[src/rtl/acia_link_rx.sv]
// Far-end 8N1 receiver for the ACIA transmit line: FWFT byte FIFO, valid/ready stream and CTS.
// Define RX_PARITY_EN to expect a parity bit (sense set by PARITY_ODD) between data and stop.
module acia_link_rx #(
   parameter int CLK_DIV    = 16,
   parameter int FIFO_AW    = 4,
   parameter int CTS_MARGIN = 2,
   parameter int PARITY_ODD = 0
) (
   input  logic               fst_clk,
   input  logic               res_n,
   input  logic               rxd,
   output logic               cts_n,
   output logic [7:0]         m_data,
   output logic               m_valid,
   input  logic               m_ready,
   output logic [FIFO_AW:0]   fifo_level,
   output logic               frame_err,
   output logic               parity_err,
   output logic               overrun,
   input  logic               clr_err
);
   localparam int DEPTH = 2 ** FIFO_AW;
   localparam logic [FIFO_AW:0]   LEVEL_ZERO = (FIFO_AW+1)'(0);
   localparam logic [FIFO_AW:0]   LEVEL_FULL = (FIFO_AW+1)'(DEPTH);
   localparam logic [FIFO_AW:0]   CTS_LEVEL  = (FIFO_AW+1)'(DEPTH - CTS_MARGIN);
   localparam logic [FIFO_AW-1:0] PTR_ONE    = FIFO_AW'(1);
   localparam logic [15:0]        DIV_LAST   = 16'(CLK_DIV - 1);
   localparam logic               PAR_ODD    = 1'(PARITY_ODD);

   typedef enum logic [2:0] {
      ST_IDLE   = 3'd0,
      ST_START  = 3'd1,
      ST_DATA   = 3'd2,
      ST_PARITY = 3'd3,
      ST_STOP   = 3'd4
   } state_t;

   function automatic logic parity_bit(input logic [7:0] data);
      return (^data) ^ PAR_ODD;
   endfunction

   state_t             state_r, state_s;
   logic               sync1_r, sync2_r, prev_r;
   logic [15:0]        div_r;
   logic [3:0]         sc_r, sc_s;
   logic [2:0]         bit_r, bit_s;
   logic [7:0]         shift_r, shift_s;
   logic               par_bad_r, par_bad_s;
   logic [7:0]         mem_r [DEPTH];
   logic [FIFO_AW-1:0] wr_ptr_r, rd_ptr_r, rd_nx_s;
   logic [FIFO_AW:0]   level_r, level_nx_s;
   logic [7:0]         head_s, m_data_r;
   logic               m_valid_r, cts_n_r, frame_err_r, parity_err_r, overrun_r;
   logic               rxd_s, fall_s, tick_s, div_clr_s, push_s, ferr_set_s, perr_set_s;
   logic               pop_s, wr_en_s, ovr_set_s;

   assign rxd_s  = sync2_r;
   assign fall_s = prev_r & ~sync2_r;
   assign tick_s = (div_r == DIV_LAST);

   // Input synchronizer, edge history and free-running oversample divider
   always_ff @(posedge fst_clk) begin
      if (!res_n) begin
         sync1_r <= 1'b1;
         sync2_r <= 1'b1;
         prev_r  <= 1'b1;
         div_r   <= 16'd0;
      end else begin
         sync1_r <= rxd;
         sync2_r <= sync1_r;
         prev_r  <= sync2_r;
         if (div_clr_s || tick_s) div_r <= 16'd0;
         else                     div_r <= div_r + 16'd1;
      end
   end

   // Receiver state and datapath registers
   always_ff @(posedge fst_clk) begin
      if (!res_n) begin
         state_r   <= ST_IDLE;
         sc_r      <= 4'd0;
         bit_r     <= 3'd0;
         shift_r   <= 8'h00;
         par_bad_r <= 1'b0;
      end else begin
         state_r   <= state_s;
         sc_r      <= sc_s;
         bit_r     <= bit_s;
         shift_r   <= shift_s;
         par_bad_r <= par_bad_s;
      end
   end

   // Frame sequencing: mid-bit sampling on sample count 15 (7 for the start bit)
   always_comb begin
      state_s    = state_r;
      sc_s       = sc_r;
      bit_s      = bit_r;
      shift_s    = shift_r;
      par_bad_s  = par_bad_r;
      div_clr_s  = 1'b0;
      push_s     = 1'b0;
      ferr_set_s = 1'b0;
      perr_set_s = 1'b0;
      case (state_r)
         ST_IDLE: begin
            if (fall_s) begin
               state_s   = ST_START;
               sc_s      = 4'd0;
               div_clr_s = 1'b1;
            end else begin
               state_s = ST_IDLE;
            end
         end
         ST_START: begin
            if (tick_s && (sc_r == 4'd7)) begin
               if (rxd_s) begin
                  state_s = ST_IDLE;
               end else begin
                  state_s   = ST_DATA;
                  sc_s      = 4'd0;
                  bit_s     = 3'd0;
                  par_bad_s = 1'b0;
               end
            end else if (tick_s) begin
               sc_s = sc_r + 4'd1;
            end else begin
               sc_s = sc_r;
            end
         end
         ST_DATA: begin
            if (tick_s) begin
               sc_s = sc_r + 4'd1;
               if (sc_r == 4'd15) begin
                  shift_s = {rxd_s, shift_r[7:1]};
                  if (bit_r == 3'd7) begin
`ifdef RX_PARITY_EN
                     state_s = ST_PARITY;
`else
                     state_s = ST_STOP;
`endif
                  end else begin
                     bit_s = bit_r + 3'd1;
                  end
               end else begin
                  shift_s = shift_r;
               end
            end else begin
               sc_s = sc_r;
            end
         end
         ST_PARITY: begin
`ifdef RX_PARITY_EN
            if (tick_s) begin
               sc_s = sc_r + 4'd1;
               if (sc_r == 4'd15) begin
                  par_bad_s = (rxd_s != parity_bit(shift_r));
                  state_s   = ST_STOP;
               end else begin
                  state_s = ST_PARITY;
               end
            end else begin
               state_s = ST_PARITY;
            end
`else
            state_s = ST_IDLE;
`endif
         end
         ST_STOP: begin
            if (tick_s && (sc_r == 4'd15)) begin
               state_s    = ST_IDLE;
               sc_s       = 4'd0;
               perr_set_s = par_bad_r;
               if (rxd_s) begin
                  push_s = !par_bad_r;
               end else begin
                  ferr_set_s = 1'b1;
               end
            end else if (tick_s) begin
               sc_s = sc_r + 4'd1;
            end else begin
               sc_s = sc_r;
            end
         end
         default: begin
            state_s = ST_IDLE;
         end
      endcase
   end

   // FIFO bookkeeping; head is precomputed so m_data can be registered
   always_comb begin
      pop_s      = m_ready && (level_r != LEVEL_ZERO);
      wr_en_s    = push_s && ((level_r != LEVEL_FULL) || pop_s);
      ovr_set_s  = push_s && (level_r == LEVEL_FULL) && !pop_s;
      level_nx_s = level_r + {{FIFO_AW{1'b0}}, wr_en_s} - {{FIFO_AW{1'b0}}, pop_s};
      rd_nx_s    = pop_s ? (rd_ptr_r + PTR_ONE) : rd_ptr_r;
      if (level_nx_s == LEVEL_ZERO) begin
         head_s = 8'h00;
      end else if (wr_en_s && (rd_nx_s == wr_ptr_r)) begin
         head_s = shift_r;
      end else begin
         head_s = mem_r[rd_nx_s];
      end
   end

   // FIFO storage array
   always_ff @(posedge fst_clk) begin
      if (wr_en_s) mem_r[wr_ptr_r] <= shift_r;
   end

   // FIFO pointers, registered stream outputs, flow control and sticky flags
   always_ff @(posedge fst_clk) begin
      if (!res_n) begin
         wr_ptr_r     <= {FIFO_AW{1'b0}};
         rd_ptr_r     <= {FIFO_AW{1'b0}};
         level_r      <= LEVEL_ZERO;
         m_valid_r    <= 1'b0;
         m_data_r     <= 8'h00;
         cts_n_r      <= 1'b1;
         frame_err_r  <= 1'b0;
         parity_err_r <= 1'b0;
         overrun_r    <= 1'b0;
      end else begin
         if (wr_en_s) wr_ptr_r <= wr_ptr_r + PTR_ONE;
         rd_ptr_r  <= rd_nx_s;
         level_r   <= level_nx_s;
         m_valid_r <= (level_nx_s != LEVEL_ZERO);
         m_data_r  <= head_s;
         cts_n_r   <= (level_r >= CTS_LEVEL);
         if (ferr_set_s)   frame_err_r <= 1'b1;
         else if (clr_err) frame_err_r <= 1'b0;
         if (perr_set_s)   parity_err_r <= 1'b1;
         else if (clr_err) parity_err_r <= 1'b0;
         if (ovr_set_s)    overrun_r <= 1'b1;
         else if (clr_err) overrun_r <= 1'b0;
      end
   end

   assign cts_n      = cts_n_r;
   assign m_data     = m_data_r;
   assign m_valid    = m_valid_r;
   assign fifo_level = level_r;
   assign frame_err  = frame_err_r;
   assign parity_err = parity_err_r;
   assign overrun    = overrun_r;

endmodule

[config.mk]
export PLATFORM = sky130hd
export DESIGN_NAME = acia_link_rx
export DESIGN_NICKNAME = d
export VERILOG_FILES = /design/src/rtl/acia_link_rx.sv
export SDC_FILE = /design/constraint.sdc
export NUM_CORES = 1
export LEC_CHECK = 0
export BUFFER_PORTS_ARGS = -buffer_cell sky130_fd_sc_hd__buf_2
export CORE_ASPECT_RATIO = 1.25
export CORE_MARGIN = 4
export CORE_UTILIZATION = 45
export DETAILED_ROUTE_END_ITERATION = 7
export PLACE_DENSITY = 0.62
export SETUP_SLACK_MARGIN = 0.4
export SLEW_MARGIN = 40
export SYNTH_ARGS = -nofsm -noshare
export SYNTH_HDL_FRONTEND = slang
export SYNTH_SLANG_ARGS = --single-unit
[constraint.sdc]
create_clock -name fst_clk -period 3.76 [get_ports fst_clk]
set_clock_uncertainty 0.05 [all_clocks]
set_input_delay 0 -clock fst_clk [delete_from_list [all_inputs] [get_ports fst_clk]]
set_output_delay 0 -clock fst_clk [all_outputs]
set_load 0.05 [all_outputs]
# Word level (Yosys, flattened, before mapping)
# Memory sizes are Yosys's and may differ from the RTL's. A register that Yosys moved wholly into a read port is not among the register bits.
# Cells that the tools add are included.
# word_totals
regBits	55
mem_bits_rw	128
output_inout_bits	18
word_cells	103
n_memories	1
# mem_list
memory	depth	width	read_ports	rd_clocked_by_memory_dff	write_ports	line_no	text
mem_r	16	8	1	1	1	49	logic [7:0] mem_r [DEPTH];
# classes
addsub	7
n_lt_le_gt_ge	1
eq_ne	18
muxes	34
bitwise_logic	3
reduce_logical	23
# ops
operator	count
$mux W3	10
$mux W4	6
$add A16 B1 Y16 const B	1
$eq A16 B4 Y1 const B	1
$ne A2 B2 Y1 const B	8
$pmux W4 S4	1
$mux W1	14
$add A4 B1 Y4 const B	3
$pmux W3 S4	1
$reduce_bool A5 Y1	2
$eq A3 B3 Y1 const B	2
$logic_and A1 B1 Y1	6
$pmux W3 S2	1
$reduce_and A3 Y1	2
$reduce_and A6 Y1	1
$reduce_bool A2 Y1	3
$add A5 B1 Y5	1
$eq A5 B5 Y1 const B	1
$ge A5 B4 Y1 const B	1
$logic_not A5 Y1	1
$ne A5 B5 Y1 const B	1
$reduce_and A5 Y1	1
$sub A5 B1 Y5	1
$eq A4 B3 Y1 const B	1
13 further kinds	16

# Longest topological paths before layout
# Gate-level depths: netlist of the first run.
# logic_depth
word_depth	9
mapped_depth	19
depth_no_buf	17

# Least setup slack after synthesis of the first run
# Ideal clock, no wire load.
# synth_timing
kind	flip-flop to flip-flop
startpoint	reg level_r[2], in the netlist fifo_level[2]
endpoint	reg m_data_r[0], in the netlist m_data[0], read port of mem_r
arrival_ns	3.404
slack_ns	0.190
path_stages_with_launch	19
n_path_buf	2
period_less_slack_ns	3.570
path_cell_list	dfxtp_1 inv_1 ha_1 nor4b_4 buf_2 nor2_1 nand2_1 nand2_1 ha_1 inv_1 fa_1 inv_1 a21oi_1 nor2_1 nor2_1 xnor2_1 o41a_1 clkbuf_1 o211a_1
# synth_between
elab_chain_len	8
word_cells_on_any_way	10
cone_classes	add/sub: 2; eq/ne: 1; mux: 1; reduce/logical: 6
# synth_lines
item	line_no	text
start: declaration	51	logic [FIFO_AW:0] level_r, level_nx_s;
start signal: assignment	227	level_r <= level_nx_s;
$reduce_bool A5 Y1	193	pop_s = m_ready && (level_r != LEVEL_ZERO);
$logic_and A1 B1 Y1	193	
$logic_or A1 B1 Y1	194	wr_en_s = push_s && ((level_r != LEVEL_FULL) || pop_s);
$logic_and A1 B1 Y1	194	
$add A5 B1 Y5	196	level_nx_s = level_r + {{FIFO_AW{1'b0}}, wr_en_s} - {{FIFO_AW{1'b0}}, pop_s};
$sub A5 B1 Y5	196	
$logic_not A5 Y1	198	if (level_nx_s == LEVEL_ZERO) begin
$reduce_or A2 Y1 (no source line)	--	
end: declaration	52	logic [7:0] head_s, m_data_r;
# Several ways; a longest one is shown, not always the timed one.
# A chain may end at the register's enable or synchronous reset.

# Worst setup path after layout of the first run
# layout_timing
startpoint	reg div_r[6]
endpoint	reg m_data_r[1], in the netlist m_data[1], read port of mem_r
# layout_between
elab_chain_len	9
# layout_lines
item	line_no	text
start: declaration	44	logic [15:0] div_r;
start signal: assignment	73	else div_r <= div_r + 16'd1;
$eq A16 B4 Y1	59	assign tick_s = (div_r == DIV_LAST);
$logic_and A1 B1 Y1	170	if (tick_s && (sc_r == 4'd15)) begin
$mux W1	170	
$mux W1	105	case (state_r)
$logic_and A1 B1 Y1	194	
$add A5 B1 Y5	196	
$sub A5 B1 Y5	196	
$logic_not A5 Y1	198	
$reduce_or A2 Y1 (no source line)	--	
# Every way passes these cells.

==> flow_summary_export.csv, run 1 <==
group,metric,value,unit
power_and_ir_drop,internal-power,3899,uW
cells_and_area,final_area,0.009598,mm^2
global_routing,grt_pass1_vias,6053,
timing,slew_viol_final,0,
power_and_ir_drop,p_sw_share,36.33,%
cells_and_area,multiInputGateArea,0.003131,mm^2
timing,setup_viol,0,
place,dpl-instance-area,0.008733,mm^2
worst_setup_path,path_delay_family,"simple AND/OR/NAND/NOR gates",
global_routing,groute.usage.overall,20.95,%
worst_setup_path,critPathMostFrequentCell,"nor2_2",
status,status,"completed",
detailed_routing,final_antenna_net_count,0,
clock_tree,h-tree-depth,4,
synthesis,synth.cell_area,0.008391,mm^2
detailed_routing,wire_per_inst,20.91,um
synthesis,post_synth.cell_area_avg,11.29,um^2
power_and_ir_drop,p_leak,0.003349,uW
cells_and_area,diodes,0,
cells_and_area,mostFrequentLayoutCell,"nand3_1",
worst_setup_path,reg2reg_to,"m_data[1]$_SDFF_PP0_",
clock_tree,cts_num_sinks,190,
detailed_routing,drtIter0Drc,587,
die,die_h,160.7,um
power_and_ir_drop,peakVddDrop,0.3347,mV
timing,rsz0062_at_grt,"false",
hold_path,worstHoldPathCells,4,
cells_and_area,synthToLayoutAreaGrowth,14.39,%
die,initial_core_util,46.01,%
worst_setup_path,critPathBufInv,2,
place,place_hpwl,13920,um
synthesis,synth-seq-area-share,60.60,%
die,coreArea,0.01824,mm^2
die,row_count,55,
die,die_area,0.02091,mm^2
detailed_routing,num_vias,6021,
worst_setup_path,crit_slowest_cell,"o41a_1",
synthesis,synth_edf_count,128,
detailed_routing,drtPass1Iterations,6,
global_routing,grt_pass1_wl,33770,um
place,io_buffers,21,
timing,min_period,3.290,ns
clock_tree,clk_pin_slew,0.07,ns
detailed_routing,via_per_inst,5.938,
worst_setup_path,max_stage_delay,0.44,ns
hold_path,hold_start,"m_ready",
worst_setup_path,cp.required,4.03,ns
timing,max_clock_freq,303.9,MHz
timing,min_period_over_period,87.51,%
timing,tightest_slew,0.8041,ns
synthesis,syn_nets,766,
cells_and_area,final_nets,796,
clock_tree,cts_root_buf,"clkbuf_16",
worst_setup_path,reg2reg_slack,0.47,ns
hold_path,min_path_type,"in2reg",
hold_path,whs_endpoint,"rd_ptr_r[2]$_SDFF_PN0_",
cells_and_area,seqCellArea,0.005106,mm^2
synthesis,ys.flop_type,"edfxtp_1",
clock_tree,cts_buffers,17,
global_routing,antenna_found_initial,0,
clock_tree,cts_tree,"built",
timing,setup_tns,0,ns
synthesis,synth.distinct_cells,62,
clock_tree,clk_latency,0.43,ns
synthesis,yosysWarningCount,0,
synthesis,ys_seq_elements,190,
power_and_ir_drop,p_seq_share,38.8,%
place,post-place-ws,0.2474,ns
power_and_ir_drop,cellPowerDensity,638.0,mW/mm^2
cells_and_area,drive_gt1_share,16.92,%
power_and_ir_drop,p_clk_share,30.8,%
cells_and_area,final_cell_mix,"143 x nand3_1, 128 x edfxtp_1, 61 x o21ai_0",
worst_setup_path,reg2regPathDepth,16,
worst_setup_path,worstSetupStartpointType,"flip-flop",
place,gp_congestion,0.8521,
synthesis,syn_inst,743,
timing,maxSlewHeadroom,46.39,%
worst_setup_path,worstPathArrival,3.56,ns
timing,worst_slack,0.4697,ns
clock_tree,clock_path_buffers,2,
cells_and_area,fill_cells,1557,
timing,final-hold-violation-count,0,
detailed_routing,wirelength,21200,um
worst_setup_path,worstSetupEndpointType,"flip-flop",
synthesis,async_reset_ff_share,0,%
worst_setup_path,r2r_start,"div_r[6]$_SDFF_PP0_",
cells_and_area,final_core_util,52.63,%
worst_setup_path,path_max_fanout,5,
detailed_routing,route.detailed.drc,0,
global_routing,grt_overflow,0,
power_and_ir_drop,combPwrFrac,30.4,%
worst_setup_path,crit_chain,"nor4_4 > nand4_1 > nor2_2 > and4_1 > o21ai_1 > nand2_1 > ha_2 > inv_2 > fa_2 > inv_2 > a21oi_2 > nor2_2 > nor2_2 > xnor2_2 > o41a_1 > o211a_1",
die,dieWidth,130.1,um
power_and_ir_drop,net-switching-power,2224,uW
worst_setup_path,worst-setup-path-type,"reg2reg",
die,io-pin-count,23,
global_routing,grt_start_max_net_pins,38,
job,max_cap_viol_count,0,
==> state kept, by name (all words and copies together) (netlist names), 3 cells and up <==
signal,flops
div_r,16
shift_r,8
sc_r,4
bit_r,3
fifo_level,5
rd_ptr_r,4
m_data,8
mem_r,128
state_r,3
wr_ptr_r,4
==> timing repair <==
item                                    4_1_cts  5_1_grt
gates resized for setup                       7       19
cloned                                        1        0
pin swaps                                     8       17
setup buffers                                 6        5
hold buffers                                  4        0
endpoints found under the hold margin         5        0
endpoints found under the setup margin        9        9
==> power groups by stage <==
stage	logic (uW)	clock network [uW]	registers, uW
floorplan	986	0	2660
global placement	1670	0	2420
detailed placement	1710	0	2420
CTS	1800	1910	2370
global route	2000	2000	2380
finish	1860	1880	2370
==> per-stage QoR <==
step	power (uW)	hold WS (ns)	instances
after floorplan	3648	0.05147	743
after global placement	4090	0.1395	966
after detailed placement	4127	0.1490	966
after CTS	6086	0.1943	1009
after global routing	6382	0.2766	1014
final	6123	0.2214	1014
==> cell type report <==
type | count | area share [%]
multi-input combinational | 492 | 32.62
inverter | 18 | 0.7300
clock inverter | 13 | 1.695
sequential | 190 | 53.20
tap | 228 | 2.972
timing repair buffer | 54 | 3.950
clock buffer | 19 | 4.836
==> worst max path at each step <==
stage / to / startpoint / slack [ns] / depth (start not counted)
2_1_floorplan: m_data[0]$_SDFF_PP0_ / div_r[0]$_SDFF_PP0_ / 0.45 / 19
3_3_place_gp: m_data[2]$_SDFF_PP0_ / div_r[0]$_SDFF_PP0_ / 0.42 / 18
3_5_place_dp: m_data[7]$_SDFF_PP0_ / div_r[4]$_SDFF_PP0_ / 0.25 / 17
4_1_cts: m_data[1]$_SDFF_PP0_ / div_r[0]$_SDFF_PP0_ / 0.40 / 17
5_1_grt: m_data[5]$_SDFF_PP0_ / div_r[6]$_SDFF_PP0_ / 0.34 / 16
6_report: m_data[1]$_SDFF_PP0_ / div_r[6]$_SDFF_PP0_ / 0.47 / 16
==> worst reg2reg max path: cells and delay by family (launching register included) <==
family | cells | cell delay, ns
AO/OA/AOI/OAI | 4 | 0.73
buffers and inverters | 2 | 0.11
AND/OR/NAND/NOR | 7 | 1.19
adder cells (fa/ha/maj) | 2 | 0.55
flip-flops | 1 | 0.38
XOR/XNOR | 1 | 0.17
==> Yosys cell counts (6+ instances only) <==
library cell | n | share of area, %
o211a_1 | 8 | 0.95
xor2_1 | 14 | 1.5
ha_1 | 17 | 2.5
and2_1 | 12 | 0.89
buf_2 | 10 | 0.60
inv_1 | 17 | 0.76
a31oi_1 | 16 | 1.2
nor2b_1 | 9 | 0.67
nand3_1 | 143 | 8.5
o21ai_0 | 62 | 3.7
dfxtp_1 | 62 | 15
a21oi_1 | 6 | 0.36
nand2_1 | 29 | 1.3
edfxtp_1 | 128 | 46
a21boi_0 | 7 | 0.63
clkbuf_1 | 23 | 1.0
nand4_1 | 22 | 1.6
xnor2_1 | 13 | 1.4
nor3_1 | 8 | 0.48
nand2b_1 | 13 | 0.97
nor2_1 | 54 | 2.4
==> logic make-up (layout without fill, tap and decap cells) <==
group           after synthesis  in the layout  synth area share, %
other cells                   1              1              0.04469
simple gates                312            312                19.34
fa+ha+maj                    18             18                2.774
buf+inv                      62            104                3.415
mux                           5              5               0.5965
xor+xnor                     28             28                3.147
flops                       190            190                60.60
compound gates              127            128                10.08
==> per-layer routing <==
metal  GRT usage [%]  wire length (um)
met5               0                 0
met4           6.711               473
met3           3.726               987
met2           35.92             11200
met1           26.66              8543
Power figures use the tool's default switching activity.
==> inputs of run 2 (changes only) <==
- CORE_ASPECT_RATIO: 1.25 -> unset
- PLACE_DENSITY: 0.62 -> unset
- PLACE_DENSITY_LB_ADDON: unset -> 0.05
==> flow_summary_export.csv, run 2 (same netlist as run 1, synthesis figures left out) <==
group,metric,value,unit
status,status,"completed",
die,die_h,144.6,um
cells_and_area,reg_top3,"mem_r: 128 flops, div_r: 16 flops",
cells_and_area,drive_gt1_share,16.20,%
hold_path,worstHoldPathCells,4,
worst_setup_path,reg2reg_to,"m_data[2]$_SDFF_PP0_",
clock_tree,clk_latency,0.43,ns
timing,max_clock_freq,293.9,MHz
global_routing,grt_pass1_vias,5758,
power_and_ir_drop,peakVddDrop,0.5246,mV
clock_tree,clock_path_buffers,2,
cells_and_area,final_cell_mix,"143 x nand3_1, 128 x edfxtp_1, 61 x o21ai_0",
die,coreArea,0.01815,mm^2
global_routing,antenna_found_initial,0,
worst_setup_path,cp.required,4.03,ns
detailed_routing,wirelength,21080,um
cells_and_area,mostFrequentLayoutCell,"nand3_1",
detailed_routing,num_vias,5929,
timing,slew_viol_final,0,
cells_and_area,top_register,"mem_r",
die,initial_core_util,46.24,%
global_routing,groute.usage.overall,20.61,%
clock_tree,cts_num_sinks,190,
clock_tree,cts_tree,"built",
worst_setup_path,reg2regPathDepth,18,
worst_setup_path,reg2reg_slack,0.36,ns
cells_and_area,diodes,0,
worst_setup_path,endpoint,"m_data[2]$_SDFF_PP0_",
cells_and_area,final_nets,794,
hold_path,min_path_type,"in2reg",
timing,tightest_slew,0.8502,ns
worst_setup_path,worstPathArrival,3.68,ns
die,row_count,49,
clock_tree,clk_pin_slew,0.07,ns
detailed_routing,drtPass1Iterations,5,
detailed_routing,drtIter0Drc,543,
place,io_buffers,21,
timing,maxSlewHeadroom,43.25,%
detailed_routing,via_per_inst,5.853,
die,dieWidth,144.6,um
cells_and_area,synthToLayoutAreaGrowth,13.47,%
timing,setup_viol,0,
clock_tree,cts_buffers,17,
place,gp_congestion,0.8064,
timing,min_period_over_period,90.48,%
power_and_ir_drop,p_leak,0.003289,uW
hold_path,hold_start,"m_ready",
timing,rsz0062_at_grt,"true",
cells_and_area,final-instance-count-excl-fill,1013,
global_routing,grt_overflow,0,
worst_setup_path,crit_chain,"ha_4 > and3_4 > nand4_1 > nor2_2 > buf_6 > nand4_1 > nand2_2 > nand2_1 > ha_2 > inv_2 > fa_2 > inv_2 > a21oi_2 > nor2_1 > nor2_2 > xnor2_4 > o41a_4 > o211a_1",
die,io-pin-count,23,
place,placedCellCount,968,
worst_setup_path,worst-setup-path-type,"reg2reg",
worst_setup_path,path_max_fanout,5,
timing,setup_tns,0,ns
clock_tree,h-tree-depth,4,
worst_setup_path,r2r_start,"div_r[0]$_SDFF_PP0_",
place,place_hpwl,13190,um
detailed_routing,wire_per_inst,20.81,um
global_routing,grt_pass1_wl,32610,um
cells_and_area,largest_reg_flops,128,
worst_setup_path,worstSetupStartpointType,"flip-flop",
detailed_routing,final_antenna_net_count,0,
worst_setup_path,max_stage_delay,0.51,ns
detailed_routing,route.detailed.drc,0,
timing,min_period,3.402,ns
job,max_cap_viol_count,0,
worst_setup_path,crit_slowest_cell,"o41a_4",
timing,final-hold-violation-count,0,
worst_setup_path,critPathLaunch,"div_r[0]$_SDFF_PP0_",
clock_tree,cts_root_buf,"clkbuf_16",
die,die_area,0.02089,mm^2
power_and_ir_drop,cellPowerDensity,622.4,mW/mm^2
worst_setup_path,worstSetupEndpointType,"flip-flop",
global_routing,grt_start_max_net_pins,51,
==> run 2: cell types whose count changed in the layout (fill, tap and decap cells not counted), sizes merged <==
cell | previous run | this run
clkinvlp | 0 | 2
buf | 50 | 48
bufinv | 1 | 0
inv | 28 | 19
clkinv | 2 | 7
clkbuf | 19 | 22
==> run 2: worst min-delay path by stage <==
stage                              to  slack (ns)
6_report       rd_ptr_r[2]$_SDFF_PN0_        0.21
5_1_grt        rd_ptr_r[2]$_SDFF_PN0_        0.25
4_1_cts        rd_ptr_r[2]$_SDFF_PN0_        0.19
3_5_place_dp       sync1_r$_SDFF_PN1_        0.14
3_3_place_gp       sync1_r$_SDFF_PN1_        0.14
2_1_floorplan      sync1_r$_SDFF_PN1_        0.05
==> run 2: routing by layer <==
metal  GRT usage, %  part of all wire [%]  routed length [um]  vias up
met1          29.29                    47                9847     2936
met4          6.824                   1.8                 378        0
met3          3.604                   4.6                 974       31
li1               -                     -                   -     2804
met2          32.21                    47                9883      158
met5              0                     0                   0        -
==> run 2: area by class of cell <==
cell class / instances / area [um^2]
fillers: 1620 / 8627
flip-flops and latches: 190 / 5106
multi-input cells: 492 / 3191
clock buffers: 22 / 444.2
repair buffers: 52 / 355.3
well taps: 229 / 286.5
inverters: 18 / 70.07
clock inverters: 10 / 67.56
==> run 2: power breakdown <==
group | total, uW | switching, uW | internal (uW)
Sequential | 2370 | 80.6 | 2290
Combinational | 1950 | 1330 | 626
Clock | 1600 | 756 | 844
==> run 2: critical path: cells and delay by family, from the launching register on <==
kind | cells | cell delay [ns]
adder cells (fa/ha/maj) | 3 | 0.54
AND/OR/NAND/NOR | 8 | 1.19
AO/OA/AOI/OAI | 3 | 0.79
buffers and inverters | 3 | 0.22
XOR/XNOR | 1 | 0.14
flip-flops | 1 | 0.36
==> run 2: what timing repair did <==
action	in CTS	in global routing
buffers inserted	1	7
hold buffers	4	0
setup endpoints to repair	9	9
cloned	0	1
pin swaps	1	19
endpoints found under the hold margin	6	0
resized for setup	6	27
==> run 2: stage by stage <==
step / power (uW) / hold WS (ns) / setup WS [ns] / instance area, um^2 / util, %
after global placement: 4070 / 0.1394 / 0.2564 / 8722 / 48.06
final: 5926 / 0.2140 / 0.3578 / 9520 / 52.46
after CTS: 5722 / 0.1859 / 0.4043 / 9340 / 51.47
after floorplan: 3648 / 0.05147 / 0.4537 / 8396 / -
after global routing: 6204 / 0.2522 / 0.2047 / 9520 / 52.46
after detailed placement: 4104 / 0.1444 / 0.1603 / 8750 / 48.21
==> inputs of run 3 (changes only) <==
- REMOVE_ABC_BUFFERS: unset -> 1
==> flow_summary_export.csv, run 3 (same netlist as run 1, synthesis figures left out) <==
group,metric,value,unit
global_routing,groute.usage.overall,21.39,%
global_routing,antenna_found_initial,0,
clock_tree,h-tree-depth,4,
power_and_ir_drop,internal-power,3914,uW
cells_and_area,top_register,"mem_r",
timing,tightest_slew,0.8250,ns
clock_tree,clock_path_buffers,2,
die,row_count,49,
worst_setup_path,reg2regPathDepth,17,
detailed_routing,wirelength,21430,um
die,coreArea,0.01815,mm^2
die,die_h,144.6,um
cells_and_area,multiInputGateArea,0.003131,mm^2
power_and_ir_drop,net-switching-power,2014,uW
detailed_routing,wire_per_inst,21.05,um
die,initial_core_util,46.24,%
detailed_routing,via_per_inst,5.896,
hold_path,worstHoldPathCells,4,
detailed_routing,drtIter0Drc,491,
power_and_ir_drop,peakVddDrop,0.3321,mV
worst_setup_path,worstSetupStartpointType,"flip-flop",
timing,min_period_over_period,88.13,%
worst_setup_path,worst-setup-path-type,"reg2reg",
timing,setup_viol,0,
hold_path,min_path_type,"in2reg",
detailed_routing,num_vias,6002,
power_and_ir_drop,p_clk_share,30.2,%
cells_and_area,synthToLayoutAreaGrowth,14.45,%
clock_tree,clk_pin_slew,0.07,ns
power_and_ir_drop,p_seq_share,39.9,%
detailed_routing,route.detailed.drc,0,
place,io_buffers,21,
timing,max_clock_freq,301.8,MHz
clock_tree,cts_buffers,17,
power_and_ir_drop,p_leak,0.003353,uW
global_routing,grt_pass1_wl,33780,um
global_routing,grt_start_max_net_pins,51,
cells_and_area,diodes,0,
clock_tree,cts_root_buf,"clkbuf_16",
timing,min_period,3.314,ns
power_and_ir_drop,combPwrFrac,29.8,%
timing,rsz0062_at_grt,"true",
cells_and_area,drive_gt1_share,16.48,%
place,gp_congestion,0.8168,
job,max_cap_viol_count,0,
cells_and_area,reg_top3,"mem_r: 128 flops, div_r: 16 flops",
timing,worst_slack,0.4464,ns
global_routing,grt_pass1_vias,5976,
cells_and_area,final_nets,799,
timing,final-hold-violation-count,0,
detailed_routing,final_antenna_net_count,0,
cells_and_area,largest_reg_flops,128,
worst_setup_path,path_max_fanout,5,
die,io-pin-count,23,
cells_and_area,seqCellArea,0.005107,mm^2
power_and_ir_drop,p_sw_share,33.97,%
worst_setup_path,worstPathArrival,3.59,ns
die,die_area,0.02089,mm^2
power_and_ir_drop,cellPowerDensity,617.3,mW/mm^2
clock_tree,cts_num_sinks,190,
timing,slew_viol_final,0,
cells_and_area,fill_cells,1584,
cells_and_area,final_cell_mix,"143 x nand3_1, 128 x edfxtp_1, 61 x o21ai_0",
cells_and_area,mostFrequentLayoutCell,"nand3_1",
die,dieWidth,144.6,um
timing,maxSlewHeadroom,44.79,%
global_routing,grt_overflow,0,
clock_tree,cts_tree,"built",
timing,whs,0.1929,ns
clock_tree,clk_latency,0.44,ns
status,status,"completed",
worst_setup_path,worstSetupEndpointType,"flip-flop",
worst_setup_path,cp.required,4.04,ns
place,place_hpwl,13320,um
place,post-place-ws,0.1693,ns
detailed_routing,drtPass1Iterations,5,
-- run 3: worst paths after layout --
kind / from / to / slack [ns]
max: div_r[13]$_SDFF_PP0_ / m_data[0]$_SDFF_PP0_ / 0.45
min: m_ready / rd_ptr_r[2]$_SDFF_PN0_ / 0.19
max reg2reg: div_r[13]$_SDFF_PP0_ / m_data[0]$_SDFF_PP0_ / 0.45
min reg2reg: sync1_r$_SDFF_PN1_ / rxd_s$_SDFF_PN1_ / 0.36
-- run 3: area by class of cell --
cell class                      count  area share [%]
Inverter                           18          0.7296
Clock inverter                      6          0.4300
Tap cell                          229           2.984
Multi-Input combinational cell    491           32.60
Sequential cell                   190           53.19
Timing Repair Buffer               58           4.300
Clock buffer                       26           5.772
-- run 3: per-stage QoR --
step / instances / setup TNS, ns / total power, uW / util [%] / area (um^2)
after CTS: 1008 / 0 / 5896 / 51.96 / 9430
after global placement: 970 / 0 / 4062 / 48.23 / 8752
after detailed placement: 970 / 0 / 4075 / 48.29 / 8763
after global routing: 1018 / 0 / 6225 / 52.92 / 9603
after floorplan: 699 / -3.612 / 3568 / - / 8174
final: 1018 / 0 / 5928 / 52.92 / 9603
-- run 3: metal layers --
metal	GRT usage [%]	part of all wire, %	wire length, um	vias up
met5	0	0	0	-
met4	6.873	1.9	410	0
met3	3.869	3.8	823	23
met2	35.04	50	10610	163
met1	29.00	45	9584	2997
li1	-	-	-	2819
-- run 3: power groups by stage --
stage	clock, uW	combinational [uW]	sequential (uW)
after floorplan	0	908	2660
after global placement	0	1650	2410
after detailed placement	0	1660	2410
after CTS	1820	1700	2370
after global routing	1910	1930	2380
final	1790	1770	2370
-- run 3: critical path, stage by stage (launching register included) --
cell     delay (ns)
dfxtp_1        0.37
nor4_4         0.31
nand4_1        0.21
nor2_2         0.18
and4_1         0.24
o21ai_1        0.08
nand2_1        0.07
ha_2           0.18
inv_2          0.04
fa_2           0.37
inv_2          0.06
a21oi_2        0.04
nor2_1         0.10
nor2_1         0.06
xnor2_1        0.14
o41a_4         0.45
buf_6          0.15
o211a_1        0.13
-- run 3: timing repair --
action | in CTS | in global routing
hold buffers | 4 | 0
buffers inserted | 2 | 10
setup endpoints to repair | 9 | 9
pin swaps | 1 | 16
endpoints found under the hold margin | 5 | 0
gates resized for setup | 3 | 28
